**src/rtl/dmem_arbiter_pkg.sv**
```systemverilog
// mem_arb_pkg: shared types and defaults for the data-memory arbiter
package mem_arb_pkg;
  localparam int DATA_W_DEF = 48;
  typedef enum logic [1:0] {OWN_NONE, OWN_PIPE, OWN_LOAD} owner_e;
  typedef enum logic {S_PIPE, S_FORCE} arb_state_e;
endpackage

```
**src/rtl/dmem_arbiter_if.sv**
```systemverilog
// dmem_arbiter_if: pipeline, loader and RAM signals around the arbiter
interface dmem_arbiter_if
  import mem_arb_pkg::*;
#(
  parameter int ADDR_W = 16,
  parameter int DATA_W = DATA_W_DEF
);
  logic              p_req, p_we, p_stall, p_rvalid;
  logic [ADDR_W-1:0] p_addr;
  logic [DATA_W-1:0] p_wdata, p_rdata;
  logic              l_req, l_we, l_gnt, l_rvalid;
  logic [ADDR_W-1:0] l_addr;
  logic [DATA_W-1:0] l_wdata, l_rdata;
  logic [ADDR_W-1:0] ram_address;
  logic [DATA_W-1:0] ram_data, ram_q;
  logic              ram_wren;
  modport slave (
    input  p_req, p_we, p_addr, p_wdata, l_req, l_we, l_addr, l_wdata, ram_q,
    output p_stall, p_rdata, p_rvalid, l_gnt, l_rdata, l_rvalid,
           ram_address, ram_data, ram_wren
  );
  modport master (
    output p_req, p_we, p_addr, p_wdata, l_req, l_we, l_addr, l_wdata, ram_q,
    input  p_stall, p_rdata, p_rvalid, l_gnt, l_rdata, l_rvalid,
           ram_address, ram_data, ram_wren
  );
endinterface

```
**src/rtl/dmem_arbiter_starve_counter.sv**
```systemverilog
// arb_starve_counter: saturating count of consecutive loader denials with threshold hit
module arb_starve_counter #(
  parameter int unsigned STARVE_MAX = 8
) (
  input  logic clk,
  input  logic rst,
  input  logic deny_i,
  output logic hit_o
);
  logic [7:0] cnt_q, cnt_d;
  assign cnt_d = !deny_i ? 8'd0 : (cnt_q == 8'hFF) ? cnt_q : cnt_q + 8'd1;
  assign hit_o = deny_i && ({1'b0, cnt_q} + 9'd1 >= 9'(STARVE_MAX));
  // count register, cleared whenever the loader is granted or idle
  always_ff @(posedge clk or negedge rst)
    if (!rst) cnt_q <= '0;
    else      cnt_q <= cnt_d;
endmodule

```
**src/rtl/dmem_arbiter.sv**
```systemverilog
// dmem_arbiter: single-port data RAM shared by pipeline (priority) and loader (forced slot)
module dmem_arbiter
  import mem_arb_pkg::*;
#(
  parameter int          ADDR_W     = 16,
  parameter int unsigned STARVE_MAX = 8
) (
  input logic clk,
  input logic rst,
  dmem_arbiter_if.slave bus
);
  arb_state_e        state_q, state_d;
  owner_e            tag_q, tag_d;
  logic [ADDR_W-1:0] addr_q;
  logic              force_ok, p_gnt, l_gnt, hit;
  arb_starve_counter #(.STARVE_MAX(STARVE_MAX)) u_starve (
    .clk   (clk),
    .rst   (rst),
    .deny_i(bus.l_req && !l_gnt),
    .hit_o (hit)
  );
  // state register
  always_ff @(posedge clk or negedge rst)
    if (!rst) state_q <= S_PIPE;
    else      state_q <= state_d;
  // forced slot lasts exactly one cycle after a starvation hit
  always_comb state_d = (state_q == S_PIPE && hit) ? S_FORCE : S_PIPE;
  // grants; a withdrawn loader in S_FORCE falls back to pipeline priority
  always_comb begin
    force_ok = rst && state_q == S_FORCE && bus.l_req;
    l_gnt    = force_ok || (rst && !bus.p_req && bus.l_req);
    p_gnt    = rst && bus.p_req && !force_ok;
    tag_d    = (p_gnt && !bus.p_we) ? OWN_PIPE : (l_gnt && !bus.l_we) ? OWN_LOAD : OWN_NONE;
  end
  // read owner tag and held RAM address
  always_ff @(posedge clk or negedge rst)
    if (!rst) begin
      tag_q  <= OWN_NONE;
      addr_q <= '0;
    end else begin
      tag_q  <= tag_d;
      addr_q <= bus.ram_address;
    end
  assign bus.l_gnt       = l_gnt;
  assign bus.p_stall     = force_ok && bus.p_req;
  assign bus.ram_address = l_gnt ? bus.l_addr : p_gnt ? bus.p_addr : addr_q;
  assign bus.ram_data    = l_gnt ? bus.l_wdata : bus.p_wdata;
  assign bus.ram_wren    = (l_gnt && bus.l_we) || (p_gnt && bus.p_we);
  assign bus.p_rvalid    = tag_q == OWN_PIPE;
  assign bus.l_rvalid    = tag_q == OWN_LOAD;
  assign bus.p_rdata     = bus.p_rvalid ? bus.ram_q : '0;
  assign bus.l_rdata     = bus.l_rvalid ? bus.ram_q : '0;
endmodule
```
**src/flat_wrapper.sv**
```systemverilog
// flat-port wrapper written by rule: the top's interface ports become plain ports
module dmem_arbiter_flat import mem_arb_pkg::*;
#(
  parameter int          ADDR_W     = 16,
  parameter int unsigned STARVE_MAX = 8
)
  (clk, rst, bus_p_req, bus_p_we, bus_p_addr, bus_p_wdata, bus_l_req, bus_l_we, bus_l_addr, bus_l_wdata, bus_ram_q, bus_p_stall, bus_p_rdata, bus_p_rvalid, bus_l_gnt, bus_l_rdata, bus_l_rvalid, bus_ram_address, bus_ram_data, bus_ram_wren);
  dmem_arbiter_if #(.ADDR_W(ADDR_W)) bus_i ();
  input logic clk;
  input logic rst;
  input wire logic [$bits(bus_i.p_req)-1:0] bus_p_req;
  input wire logic [$bits(bus_i.p_we)-1:0] bus_p_we;
  input wire logic [$bits(bus_i.p_addr)-1:0] bus_p_addr;
  input wire logic [$bits(bus_i.p_wdata)-1:0] bus_p_wdata;
  input wire logic [$bits(bus_i.l_req)-1:0] bus_l_req;
  input wire logic [$bits(bus_i.l_we)-1:0] bus_l_we;
  input wire logic [$bits(bus_i.l_addr)-1:0] bus_l_addr;
  input wire logic [$bits(bus_i.l_wdata)-1:0] bus_l_wdata;
  input wire logic [$bits(bus_i.ram_q)-1:0] bus_ram_q;
  output wire logic [$bits(bus_i.p_stall)-1:0] bus_p_stall;
  output wire logic [$bits(bus_i.p_rdata)-1:0] bus_p_rdata;
  output wire logic [$bits(bus_i.p_rvalid)-1:0] bus_p_rvalid;
  output wire logic [$bits(bus_i.l_gnt)-1:0] bus_l_gnt;
  output wire logic [$bits(bus_i.l_rdata)-1:0] bus_l_rdata;
  output wire logic [$bits(bus_i.l_rvalid)-1:0] bus_l_rvalid;
  output wire logic [$bits(bus_i.ram_address)-1:0] bus_ram_address;
  output wire logic [$bits(bus_i.ram_data)-1:0] bus_ram_data;
  output wire logic [$bits(bus_i.ram_wren)-1:0] bus_ram_wren;
  assign bus_i.p_req = bus_p_req;
  assign bus_i.p_we = bus_p_we;
  assign bus_i.p_addr = bus_p_addr;
  assign bus_i.p_wdata = bus_p_wdata;
  assign bus_i.l_req = bus_l_req;
  assign bus_i.l_we = bus_l_we;
  assign bus_i.l_addr = bus_l_addr;
  assign bus_i.l_wdata = bus_l_wdata;
  assign bus_i.ram_q = bus_ram_q;
  assign bus_p_stall = bus_i.p_stall;
  assign bus_p_rdata = bus_i.p_rdata;
  assign bus_p_rvalid = bus_i.p_rvalid;
  assign bus_l_gnt = bus_i.l_gnt;
  assign bus_l_rdata = bus_i.l_rdata;
  assign bus_l_rvalid = bus_i.l_rvalid;
  assign bus_ram_address = bus_i.ram_address;
  assign bus_ram_data = bus_i.ram_data;
  assign bus_ram_wren = bus_i.ram_wren;
  dmem_arbiter #(.ADDR_W(ADDR_W), .STARVE_MAX(STARVE_MAX)) u_core (.clk(clk), .rst(rst), .bus(bus_i));
endmodule
```
**config.mk**
```make
export PLATFORM = sky130hd
export DESIGN_NAME = dmem_arbiter_flat
export DESIGN_NICKNAME = d
export VERILOG_FILES = /design/src/rtl/dmem_arbiter_pkg.sv /design/src/rtl/dmem_arbiter_if.sv /design/src/rtl/dmem_arbiter_starve_counter.sv /design/src/rtl/dmem_arbiter.sv /design/src/flat_wrapper.sv
export SDC_FILE = /design/constraint.sdc
export NUM_CORES = 1
export LEC_CHECK = 0
export ABC_AREA = 1
export CAP_MARGIN = 30
export CORE_AREA = 4 4 133 135
export DETAILED_ROUTE_END_ITERATION = 10
export DIE_AREA = 0 0 137 139
export SLEW_MARGIN = 20
export SYNTH_ARGS = -nofsm -noshare
export SYNTH_HDL_FRONTEND = slang
export SYNTH_SLANG_ARGS = --single-unit
```
**constraint.sdc**
```tcl
create_clock -name clk -period 2.4 [get_ports clk]
set_input_delay 0.24 -clock clk [delete_from_list [all_inputs] [get_ports clk]]
set_output_delay 0.24 -clock clk [all_outputs]
set_load 0.02 [all_outputs]
```
Word level (Yosys, flattened, before mapping)
Cells that the tools add are included. Widths: inputs -> output; s select.

Register bits: 27. Bits of input ports: 182. Output and inout bits: 165. Logic and storage cells: 43.

Add/subtract/negate cells: 2. Magnitude comparators: 1. Eq/ne operators: 4. Multiplexer cells: 10. Bitwise logic cells: 1. Reduce and logical (&&, ||, !) cells: 21.

Operator list (number): $mux 48 (3); $mux 16 (2); $mux 8 (2); $logic_and 1x1->1 (14); $add 8x1->9 const B (1); $ge 9x4->1 const B (1); $add 8x1->8 const B (1); $eq 8x8->1 const B (1); $logic_not 1->1 (5); $mux 2 (2); $eq 2x1->1 const B (1); $eq 2x2->1 const B (1); $logic_or 1x1->1 (2); $ne 2x2->1 const B (1); $mux 1 (1); $not 1->1 (1).

Logic depth before layout (Yosys ltp)
Depth in word-level cells: 9. Gate-level depth with buffers: 9. Gate-level depth less buffers: 9.

Cells and area by module
A second synthesis with hierarchy kept.

Cell total of the unflattened synthesis: 515. Area, all modules: 2708.8 µm².

Modules (own cells, without submodules): dmem_arbiter (instances 1, cells an instance 455, area an instance 2252.2 µm², sequential area each 475.5 µm²); arb_starve_counter (instances 1, cells an instance 60, area an instance 456.7 µm², sequential area each 200.2 µm²).

Worst setup path before layout
Ideal clock, no wire load.

Path type: register to output. Start: register u_core.tag_q[1]. End: output port bus_p_rdata[24]. Arrival: 1.435 ns. Data required time: 2.160 ns. Slack: 0.725 ns. Stages on the path, launching flop included: 6. Cells stage by stage: dfrtp_1 nor2_1 inv_1 buf_2 buf_2 nor2_1.

Cells in the longest elaborated chain, start to end: 2.

RTL lines: start: declaration (RTL line dmem_arbiter.sv:13) `owner_e tag_q, tag_d;`; start signal: assignment (RTL line dmem_arbiter.sv:41) `tag_q <= tag_d;`; $eq 2x1->1 (RTL line dmem_arbiter.sv:49) `assign bus.p_rvalid = tag_q == OWN_PIPE;`; named net bus_p_rvalid (RTL line flat_wrapper.sv:22) `output wire logic [$bits(bus_i.p_rvalid)-1:0] bus_p_rvalid;`; $mux 48 (RTL line dmem_arbiter.sv:51) `assign bus.p_rdata = bus.p_rvalid ? bus.ram_q : '0;`; end: declaration (RTL line flat_wrapper.sv:21) `output wire logic [$bits(bus_i.p_rdata)-1:0] bus_p_rdata;`.

The timed path passes the listed nets, and every way through them passes these cells.

Worst setup path in the final report
Start: register u_core.state_q. End: output port bus_ram_data[18].

Cells in the longest elaborated chain, start to end: 4.

RTL lines: start: declaration (RTL line dmem_arbiter.sv:12) `arb_state_e state_q, state_d;`; start signal: assignment (RTL line dmem_arbiter.sv:25) `else state_q <= state_d;`; $logic_and 1x1->1 (2 in a row) (RTL line dmem_arbiter.sv:30) `force_ok = rst && state_q == S_FORCE && bus.l_req;`; $logic_or 1x1->1 (RTL line dmem_arbiter.sv:31) `l_gnt = force_ok || (rst && !bus.p_req && bus.l_req);`; $mux 48 (RTL line dmem_arbiter.sv:47) `assign bus.ram_data = l_gnt ? bus.l_wdata : bus.p_wdata;`; end: declaration (RTL line flat_wrapper.sv:27) `output wire logic [$bits(bus_i.ram_data)-1:0] bus_ram_data;`.

Every way passes these cells.

==> summary.txt <==
Pleak: 3.21 nW
mean number of vias per cell: 3.82
Skew-Pair Late Insertion Delay: 270 ps
final hold vios: 0
pin count of the biggest net entering global routing: 55
number of I/O port buffers: 346
Die Span Y: 139 microns
vias in the first global route: 3809
start point of the critical path: u_core.state_q
Routed Antenna Nets: 0
Internal Pwr Total: 1.29 mW
sequential element share of the synthesized area: 26.3%
largest area contributor in the netlist: dfrtp_1
setup slack, reg-to-reg: 930 ps
antenna violations before repair: 1
Post-Route Skew: 4.21 ps
status: completed
WL final: 15200 microns
Register Area: 676 sq um
Final Slew Violations: 0
gr usage total: 14.3%
Max-slew headroom: 67.2%
Max FO, Critical Path: 21
CTS Buffer Depth: 2
DRC viols: 0
Nets: 1004
r2r endpoint: u_core.state_q
fin crit period: 2270 ps
type of origin of the critical path: register
P_sw: 686 uW
total of max-cap violations: 0
row cnt: 47
DR iter-0 viols: 132
via count: 3971
chip width: 137 microns
reg-to-reg startpoint: u_core.u_starve.cnt_q[1]
cell area power density: 305 nW/um^2
Final Setup Violations: 0
combinational share of power: 52.6%
area grow syn2layout: 153%
Synth top area share: 26.3%
DIE AREA: 19000 sq um
first-pass GRT wire length: 21500 microns
Worst Setup Path Type: register to output pin
antenna diode count: 0
R2R cell count: 9
synth warn: 0
hold crit path type: primary input to async pin
Mean Syn Cell Area: 5.42 sq um
total grt overflow: 0
GPL Wtd Cong: 0.937
Slew @ Worst Pin: 492 ps
WL/cell: 14.6 microns
CTS Buf Count: 3
post-DP HPWL: 12800 microns
Worst-path clk slew: 80 ps
area of the multi-input gates: 1490 sq um
commonest non-fill, non-tap cells in the layout: clkdlybuf4s50_1, nand2_1, nor2_1
Worst EP arrival: 2030 ps
flops & latches, synth: 27
final core utilization: 39.4%
Worst VDD drop: 0.264 mV
Period Utilization, post-route: 94.6%
clock power share: 21.3%
design area: 6490 sq um
commonest non-fill, non-tap cell in the layout: clkdlybuf4s50_1
Synth Instances: 474
Root Buffer: clkbuf_16
clk sinks: 27
synthesized area: 2570 sq um
H-tree levels: 1
DR pass1 iterations: 4
Reg power frac: 26.1%
hold_buf cts: 0
FMAX: 440 MHz
Placed Instance Area: 6330 sq um
Ports: 347
CTS tree: done
share of cells above drive strength 1: 4.63%
Initial Util: 15.6%
core region area: 16500 sq um
syn nets: 657
Sw Ratio: 34.6%
crit path capture: bus_ram_data[18]
Synth area leaders: dfrtp_1, nand2_1, nor2_1, inv_1, o21ai_0
Layout fillers: 1744
Synth cell types: 22
crit path capture type: output pin
CP required: 2160 ps
-- power groups by stage --
stage                     clock (mW)  combinational, mW  sequential [mW]
after global routing           0.447               1.12            0.523
after CTS                      0.428               1.06            0.518
after detailed placement           0               1.08            0.526
final                          0.421               1.04            0.518
after global placement             0               1.08            0.526
after floorplan                    0              0.404            0.521
-- sequential cells by signal (all words and copies together), names as in the netlist --
name,cells
u_core.state_q,1
u_core.addr_q,16
u_core.u_starve.cnt_q,8
u_core.tag_q,2
-- critical path, stage by stage (launching register included) --
cell and delay (ps):
dfrtp_1 430, inv_2 80, nand2_2 60, nand3_4 80
buf_12 160, buf_12 160, nand2_1 70, nand2_1 80
clkdlybuf4s50_1 610
-- metrics by stage --
| stage | worst slack (ps) | hold slack (ps) | TNS [ps] | power (mW) | cells |
|---|---|---|---|---|---|
| after global placement | -69.6 | 373 | -237 | 1.61 | 1035 |
| final | 130 | 55.6 | 0 | 1.98 | 1040 |
| after detailed placement | -96.9 | 369 | -348 | 1.60 | 1035 |
| after CTS | 3.92 | 76.7 | 0 | 2.00 | 1039 |
| after global routing | -2.51 | 102 | -2.51 | 2.09 | 1040 |
| after floorplan | 725 | -55.6 | 0 | 0.925 | 474 |
-- synth_stat cells --
cell type,n
nand2_1,176
nor2_1,125
inv_1,57
dfrtp_1,27
o21ai_0,26
buf_2,13
o21ai_1,13
buf_6,8
clkbuf_1,5
nand2_2,5
nand3_1,5
inv_2,2
nand4_1,2
xor2_1,2
a21oi_1,1
a21oi_4,1
a22o_1,1
ha_1,1
inv_4,1
nand3_4,1
nor2_4,1
o21bai_1,1
-- worst min-delay path by stage --
stage                            end  slack (ps)  start  depth (start not counted)
detailed placement    u_core.state_q         370    rst                          2
CTS                   u_core.state_q          80    rst                          2
global placement      u_core.state_q         370    rst                          2
finish                u_core.state_q          60    rst                          2
global route          u_core.state_q         100    rst                          2
floorplan           u_core.addr_q[0]         -60    rst                          0
-- timing repair --
item / CTS / global route
hold endpoints to repair: 0 / 0
endpoints found under the setup margin: 13 / 35
pin swaps: 0 / 0
buffers inserted: 0 / 0
gates resized for setup: 13 / 27
gates cloned: 0 / 1
-- kinds of logic after synthesis --
logic type,share of synthesized area [%]
XOR/XNOR,0.682
AO/OA/AOI/OAI,9.06
AND/OR/NAND/NOR,47.8
adder cells (fa/ha/maj),0.487
flip-flops,26.3
buffers and inverters,15.6
-- metal layers --
| layer | wire length, microns | global-route usage, % | vias to the layer above |
|---|---|---|---|
| li1 | - | - | 2090 |
| met1 | 5890 | 16.3 | 1690 |
| met2 | 7930 | 27.4 | 185 |
| met3 | 1340 | 3.23 | 4 |
| met4 | 61 | 1.73 | 2 |
| met5 | 13 | 0 | - |
-- area by class of cell --
type	instances	share of cell area, %
sequential	27	10.4
inverter	60	3.51
clock inverter	1	0.135
multi-input combinational	361	22.9
timing repair buffer	368	57.6
clock buffer	3	1.16
tap	220	4.24
(Power assumes the default switching activity.)
